--- config.mk ---
export PLATFORM = sky130hd
export DESIGN_NAME = click_fifo_flat
export DESIGN_NICKNAME = d
export VERILOG_FILES = /design/src/rtl/click_fifo_pkg.sv /design/src/rtl/click_fifo_if.sv /design/src/rtl/click_fifo_sync.sv /design/src/rtl/click_fifo.sv /design/src/flat_wrapper.sv
export SDC_FILE = /design/constraint.sdc
export NUM_CORES = 1
export LEC_CHECK = 0
export BUFFER_PORTS_ARGS = -buffer_cell sky130_fd_sc_hd__buf_4
export CAP_MARGIN = 10
export CORE_MARGIN = 2
export CORE_UTILIZATION = 25
export CTS_CLUSTER_SIZE = 24
export DETAILED_ROUTE_END_ITERATION = 7
export PLACE_DENSITY_LB_ADDON = 0.3
export SETUP_SLACK_MARGIN = 0.3
export SLEW_MARGIN = 10
export SYNTH_ARGS = -nofsm -noshare
export SYNTH_HDL_FRONTEND = slang
export SYNTH_SLANG_ARGS = --single-unit
--- constraint.sdc ---
create_clock -name clk -period 3 [get_ports clk]
set_input_delay 0.75 -clock clk [delete_from_list [all_inputs] [get_ports clk]]
set_output_delay 0.75 -clock clk [all_outputs]
set_load 0.005 [all_outputs]
--- src/rtl/click_fifo_pkg.sv ---
// click_pkg: shared definitions for the click FIFO slice.
//   CLICK_SYNC_STAGES : flop count of each click_sync synchroniser
//   click_pend()      : a 2-phase channel has a pending transfer when req and ack differ
package click_pkg;

    localparam int CLICK_SYNC_STAGES = 2;

    function automatic logic click_pend(input logic req, input logic ack);
        return req ^ ack;
    endfunction

endpackage

--- src/rtl/click_fifo_if.sv ---
// click_fifo_if: the two 2-phase bundled-data channels of the click FIFO.
//   in_data / in_req / in_ack    : producer side, one word per in_req toggle
//   out_data / out_req / out_ack : consumer side, one word per out_req toggle
// Modports:
//   master : producer/consumer environment (drives in_data, in_req, out_ack)
//   slave  : the FIFO itself (drives in_ack, out_data, out_req)
interface click_fifo_if #(
    parameter int DW = 2
);
    logic [DW-1:0] in_data;
    logic          in_req;
    logic          in_ack;
    logic [DW-1:0] out_data;
    logic          out_req;
    logic          out_ack;

    modport master (
        output in_data,
        output in_req,
        input  in_ack,
        input  out_data,
        input  out_req,
        output out_ack
    );

    modport slave (
        input  in_data,
        input  in_req,
        output in_ack,
        output out_data,
        output out_req,
        input  out_ack
    );
endinterface

--- src/rtl/click_fifo_sync.sv ---
// click_sync: 1-bit multi-flop synchroniser for a 2-phase handshake line.
//   clk   : destination clock
//   reset : synchronous, active-high; clears every stage to 0
//   d     : asynchronous input
//   q     : synchronised output, CLICK_SYNC_STAGES cycles behind d
module click_sync
    import click_pkg::*;
(
    input  logic clk,
    input  logic reset,
    input  logic d,
    output logic q
);
    logic [CLICK_SYNC_STAGES-1:0] stages;

    always_ff @(posedge clk) begin
        if (reset) begin
            stages <= '0;
        end else begin
            stages <= {stages[CLICK_SYNC_STAGES-2:0], d};
        end
    end

    assign q = stages[CLICK_SYNC_STAGES-1];
endmodule

--- src/rtl/click_fifo.sv ---
// click_fifo: DEPTH-entry, DW-bit FIFO with 2-phase click handshakes on both sides.
//   clk   : single clock, all state changes on its rising edge
//   reset : synchronous, active-high; discards all words, both channels to phase 0
//   bus   : click_fifo_if.slave (in_data/in_req/in_ack, out_data/out_req/out_ack)
//   level : words in storage (0..DEPTH), not counting the output register
//   full  : level == DEPTH
//   empty : level == 0
// Build option: define CLICK_SYNC_EN to pass in_req and out_ack through
// click_sync synchronisers (adds 2 cycles of latency in each direction).
module click_fifo
    import click_pkg::*;
#(
    parameter int DW    = 2,
    parameter int DEPTH = 4,
    localparam int AW   = $clog2(DEPTH),
    localparam int CW   = $clog2(DEPTH + 1)
) (
    input  logic          clk,
    input  logic          reset,
    click_fifo_if.slave   bus,
    output logic [CW-1:0] level,
    output logic          full,
    output logic          empty
);
    logic [DW-1:0] mem [0:DEPTH-1];
    logic [AW-1:0] wptr;
    logic [AW-1:0] rptr;
    logic          in_req_i;
    logic          out_ack_i;
    logic          wr;
    logic          rd;

`ifdef CLICK_SYNC_EN
    click_sync u_sync_in_req (
        .clk   (clk),
        .reset (reset),
        .d     (bus.in_req),
        .q     (in_req_i)
    );

    click_sync u_sync_out_ack (
        .clk   (clk),
        .reset (reset),
        .d     (bus.out_ack),
        .q     (out_ack_i)
    );
`else
    assign in_req_i  = bus.in_req;
    assign out_ack_i = bus.out_ack;
`endif

    assign full  = (level == CW'(DEPTH));
    assign empty = (level == '0);

    // The output register counts as busy until the consumer acks it; a full
    // store blocks writes even when a read frees a slot on the same edge,
    // and an empty store never forwards the incoming word directly.
    assign wr = click_pend(in_req_i, bus.in_ack) && !full;
    assign rd = !click_pend(bus.out_req, out_ack_i) && !empty;

    always_ff @(posedge clk) begin
        if (wr) begin
            mem[wptr] <= bus.in_data;
        end
    end

    always_ff @(posedge clk) begin
        if (reset) begin
            bus.in_ack   <= 1'b0;
            bus.out_req  <= 1'b0;
            bus.out_data <= '0;
            wptr         <= '0;
            rptr         <= '0;
            level        <= '0;
        end else begin
            if (wr) begin
                bus.in_ack <= ~bus.in_ack;
                wptr       <= (wptr == AW'(DEPTH - 1)) ? '0 : wptr + AW'(1);
            end
            if (rd) begin
                bus.out_data <= mem[rptr];
                bus.out_req  <= ~bus.out_req;
                rptr         <= (rptr == AW'(DEPTH - 1)) ? '0 : rptr + AW'(1);
            end
            case ({wr, rd})
                2'b10:   level <= level + CW'(1);
                2'b01:   level <= level - CW'(1);
                default: level <= level;
            endcase
        end
    end
endmodule

--- src/flat_wrapper.sv ---
// flat-port wrapper written by rule: the top's interface ports become plain ports
module click_fifo_flat import click_pkg::*;
#(
    parameter int DW    = 2,
    parameter int DEPTH = 4,
    localparam int AW   = $clog2(DEPTH),
    localparam int CW   = $clog2(DEPTH + 1)
)
  (clk, reset, level, full, empty, bus_in_data, bus_in_req, bus_in_ack, bus_out_data, bus_out_req, bus_out_ack);
  click_fifo_if #(.DW(DW)) bus_i ();
  input  logic clk;
  input  logic reset;
  output logic [CW-1:0] level;
  output logic full;
  output logic empty;
  input wire logic [$bits(bus_i.in_data)-1:0] bus_in_data;
  input wire logic [$bits(bus_i.in_req)-1:0] bus_in_req;
  output wire logic [$bits(bus_i.in_ack)-1:0] bus_in_ack;
  output wire logic [$bits(bus_i.out_data)-1:0] bus_out_data;
  output wire logic [$bits(bus_i.out_req)-1:0] bus_out_req;
  input wire logic [$bits(bus_i.out_ack)-1:0] bus_out_ack;
  assign bus_i.in_data = bus_in_data;
  assign bus_i.in_req = bus_in_req;
  assign bus_in_ack = bus_i.in_ack;
  assign bus_out_data = bus_i.out_data;
  assign bus_out_req = bus_i.out_req;
  assign bus_i.out_ack = bus_out_ack;
  click_fifo #(.DW(DW), .DEPTH(DEPTH)) u_core (.clk(clk), .reset(reset), .bus(bus_i), .level(level), .full(full), .empty(empty));
endmodule
==> metrics.cfg <==
[status]
status=finished clean

[yosys]
synth_top_cell_area_share_pct=26.9
synth_area_leaders=edfxtp_1 27%, dfxtp_1 25%, ha_1 8.4%
synth_edf_count=8
synth_flop_cell=dfxtp_1
syn_area_um2=893
synthArstFlopShare_pct=0
synth.avg_cell_area_um2=11.2
netlist_top_cells_count=11 x dfxtp_1, 8 x a21oi_1, 8 x edfxtp_1
synth_cell_types=22
syn_nets=93
ys_seq_elements=19
synth_seq_area_share_pct=51.5
yosysTopAreaCell=edfxtp_1
synthCells=80
yosys_warnings=0
synth_most_common_cell=dfxtp_1

[setup_path]
path_depth=10
crit_slowest_cell=or3b_2
r2r-end=u_core.level[2]$_SDFFE_PP0P_
path_class=flop to flop
worst_r2r_path_depth=10
crit_family=simple AND/OR/NAND/NOR gates
reg2reg_from=u_core.level[2]$_SDFFE_PP0P_
cp_num_buf_inv=3
worstPathRequired_ns=3.24
crit_path_frequent_cell=inv_1
worstSetupEndpoint=u_core.level[2]$_SDFFE_PP0P_
slowest_delay_ns=0.51
crit_chain=or3b_2 -> inv_1 -> nor2_1 -> inv_1 -> ha_1 -> inv_1 -> fa_1 -> xor2_1 -> or3_1 -> a21oi_1
cp.arrival_ns=2.72
start_kind=flop
timing.critical_path.from=u_core.level[2]$_SDFFE_PP0P_
r2r_slack_ns=0.52
worstPathMaxFanout=5
worstSetupEndpointType=flop

[timing]
drv_slew=0
skew_ns=0.00241
tightest_slew_ns=0.378
timing.final.ws_setup_ns=0.519
hold_viol_final=0
setup_viol=0
rsz0062_at_grt=false
worst_hold_slack_ns=0.490
period_needed_ns=2.48
fin_setup_tns_ns=0
fmax_mhz=403
slew_headroom_pct=74.7
fin_crit_sh_pct=82.7

[clocking]
cts_tree=yes
clock_path_buffers=2
ctsHoldBuffers=0
cts_buffers=3
clk_latency_ns=0.29
postCtsResizedCells=0
htreeDepth=1
clkTransAtPathRegs_ns=0.11
post-cts-setup-buffers=0
clock_sinks=19
root_buffer=clkbuf_4

[drt]
drc_errors=0
first_pass_iters=2
totalWireLength_mm=1.63
final_antenna_net_count=0
vias=624
avgRoutedWirePerCell_um=11.5
viasPerCell=4.39
drtIter0Drc=26

[die]
dieArea_um2=4070
die_w_um=63.8
std_cell_rows=21
fp.dieH_um=63.8
core_area_um2=3390
io-pin-count=15
initial_core_util_pct=26.4

[placement]
dp_cells=138
numPortBuffers=14
place_area_um2=1040
dpl.hpwl_mm=1.24
gp_congestion=0.769
pre_cts_ws_ns=0.387

[pwr]
seq_power_share_pct=44.3
p_total_mw=0.868
netSwitchingFraction_pct=35.7
p_leak_nw=0.426
p_int_mw=0.558
ir_drop_mv=0.259
power.share.combinational_pct=40.6
clkPwrFrac_pct=15.1
netSwitchingPower_mw=0.310
power_density_nw_per_um2=814

[min_path]
hold_class=flop to flop
hp-start=u_core.bus.out_data[1]$_SDFFE_PP0P_

[finish]
final_util_pct=31.5
area_growth_syn_to_layout_pct=19.3
diodes=0
layout.nets=110
drive_gt1_share_pct=21.9
design_area_um2=1070
nFillCells=367
layout.cells.non_filler=142

[global_routing]
antenna_found_initial=0
grt_max_degree=12
overflow=0
grt_pass1_wl_mm=2.70
grt_pass1_vias=584
grt.total_usage_pct=9.01

[run]
drv_cap=0

-- sequential cells by signal, summed over array words and instances, names as in the netlist --
signal,flops
u_core.mem,8
u_core.bus.out_req,1
u_core.bus.out_data,2
u_core.bus.in_ack,1
u_core.level,3
u_core.wptr,2
u_core.rptr,2
-- cell type report --
type	count	area [um^2]	area share (%)
Inverter	8	30.0	2.82
Clock buffer	4	26.3	2.46
Timing Repair Buffer	14	105	9.86
Multi-Input combinational cell	51	387	36.3
Sequential cell	19	460	43.2
Tap cell	46	57.6	5.40
-- worst register-to-register path: stages (launching register included) --
cell and delay [ns]:
dfxtp_1 0.40, or3b_2 0.51, inv_1 0.14, nor2_1 0.10, inv_1 0.08, ha_1 0.17, inv_1 0.06, fa_1 0.37
xor2_1 0.16, or3_1 0.31, a21oi_1 0.14
-- cells in the final DEF (no fill, tap or decap) --
cell type  synthesis  routed
inv_2              1       1
a211oi_1           1       1
a21oi_1            8       8
or3_1              2       2
ha_1               6       6
mux4_2             2       2
or4_1              2       2
and2_1             4       4
o21ai_0            7       7
nor2_1             7       7
xnor2_1            2       2
nand3_1            3       3
clkbuf_4           0       3
fa_1               1       1
or3b_2             1       1
buf_4              0      14
dfxtp_1           11      11
mux2i_1            1       1
edfxtp_1           8       8
inv_1              7       7
nand3b_1           1       1
xor2_1             3       3
clkbuf_1           0       1
-- power by group through the flow --
stage	Sequential (mW)	Clock, mW	Combinational [mW]
finish	0.384	0.131	0.353
global route	0.395	0.152	0.403
CTS	0.388	0.138	0.358
detailed placement	0.393	0	0.356
global placement	0.388	0	0.351
floorplan	0.381	0	0.257
-- metal layers --
metal | vias to the layer above | GRT usage, % | part of all wire, %
met3 | 2 | 4.23 | 4.6
li1 | 313 | - | -
met5 | - | 0 | 0
met4 | 0 | 3.26 | 1.1
met2 | 13 | 15.1 | 51
met1 | 296 | 9.91 | 43
-- kinds of logic (layout without fill, tap and decap cells) --
| kind of cell | after synthesis | count (layout) | synth area share [%] |
|---|---|---|---|
| AO/OA/AOI/OAI | 16 | 16 | 9.24 |
| XOR/XNOR | 5 | 5 | 4.90 |
| adder cells (fa/ha/maj) | 7 | 7 | 10.6 |
| buffers and inverters | 10 | 26 | 5.18 |
| flip-flops | 19 | 19 | 51.5 |
| multiplexers | 3 | 3 | 6.16 |
| AND/OR/NAND/NOR | 20 | 20 | 12.3 |
-- worst min-delay path by stage --
stage                     cells after the start                             endpoint  slack [ns]
after floorplan                               2  u_core.bus.out_data[0]$_SDFFE_PP0P_        0.47
after global placement                        2  u_core.bus.out_data[1]$_SDFFE_PP0P_        0.47
after detailed placement                      2  u_core.bus.out_data[1]$_SDFFE_PP0P_        0.48
after CTS                                     2  u_core.bus.out_data[1]$_SDFFE_PP0P_        0.49
after global routing                          2  u_core.bus.out_data[0]$_SDFFE_PP0P_        0.54
final                                         2  u_core.bus.out_data[1]$_SDFFE_PP0P_        0.49
Note: power is estimated with default switching activity, not from simulation.
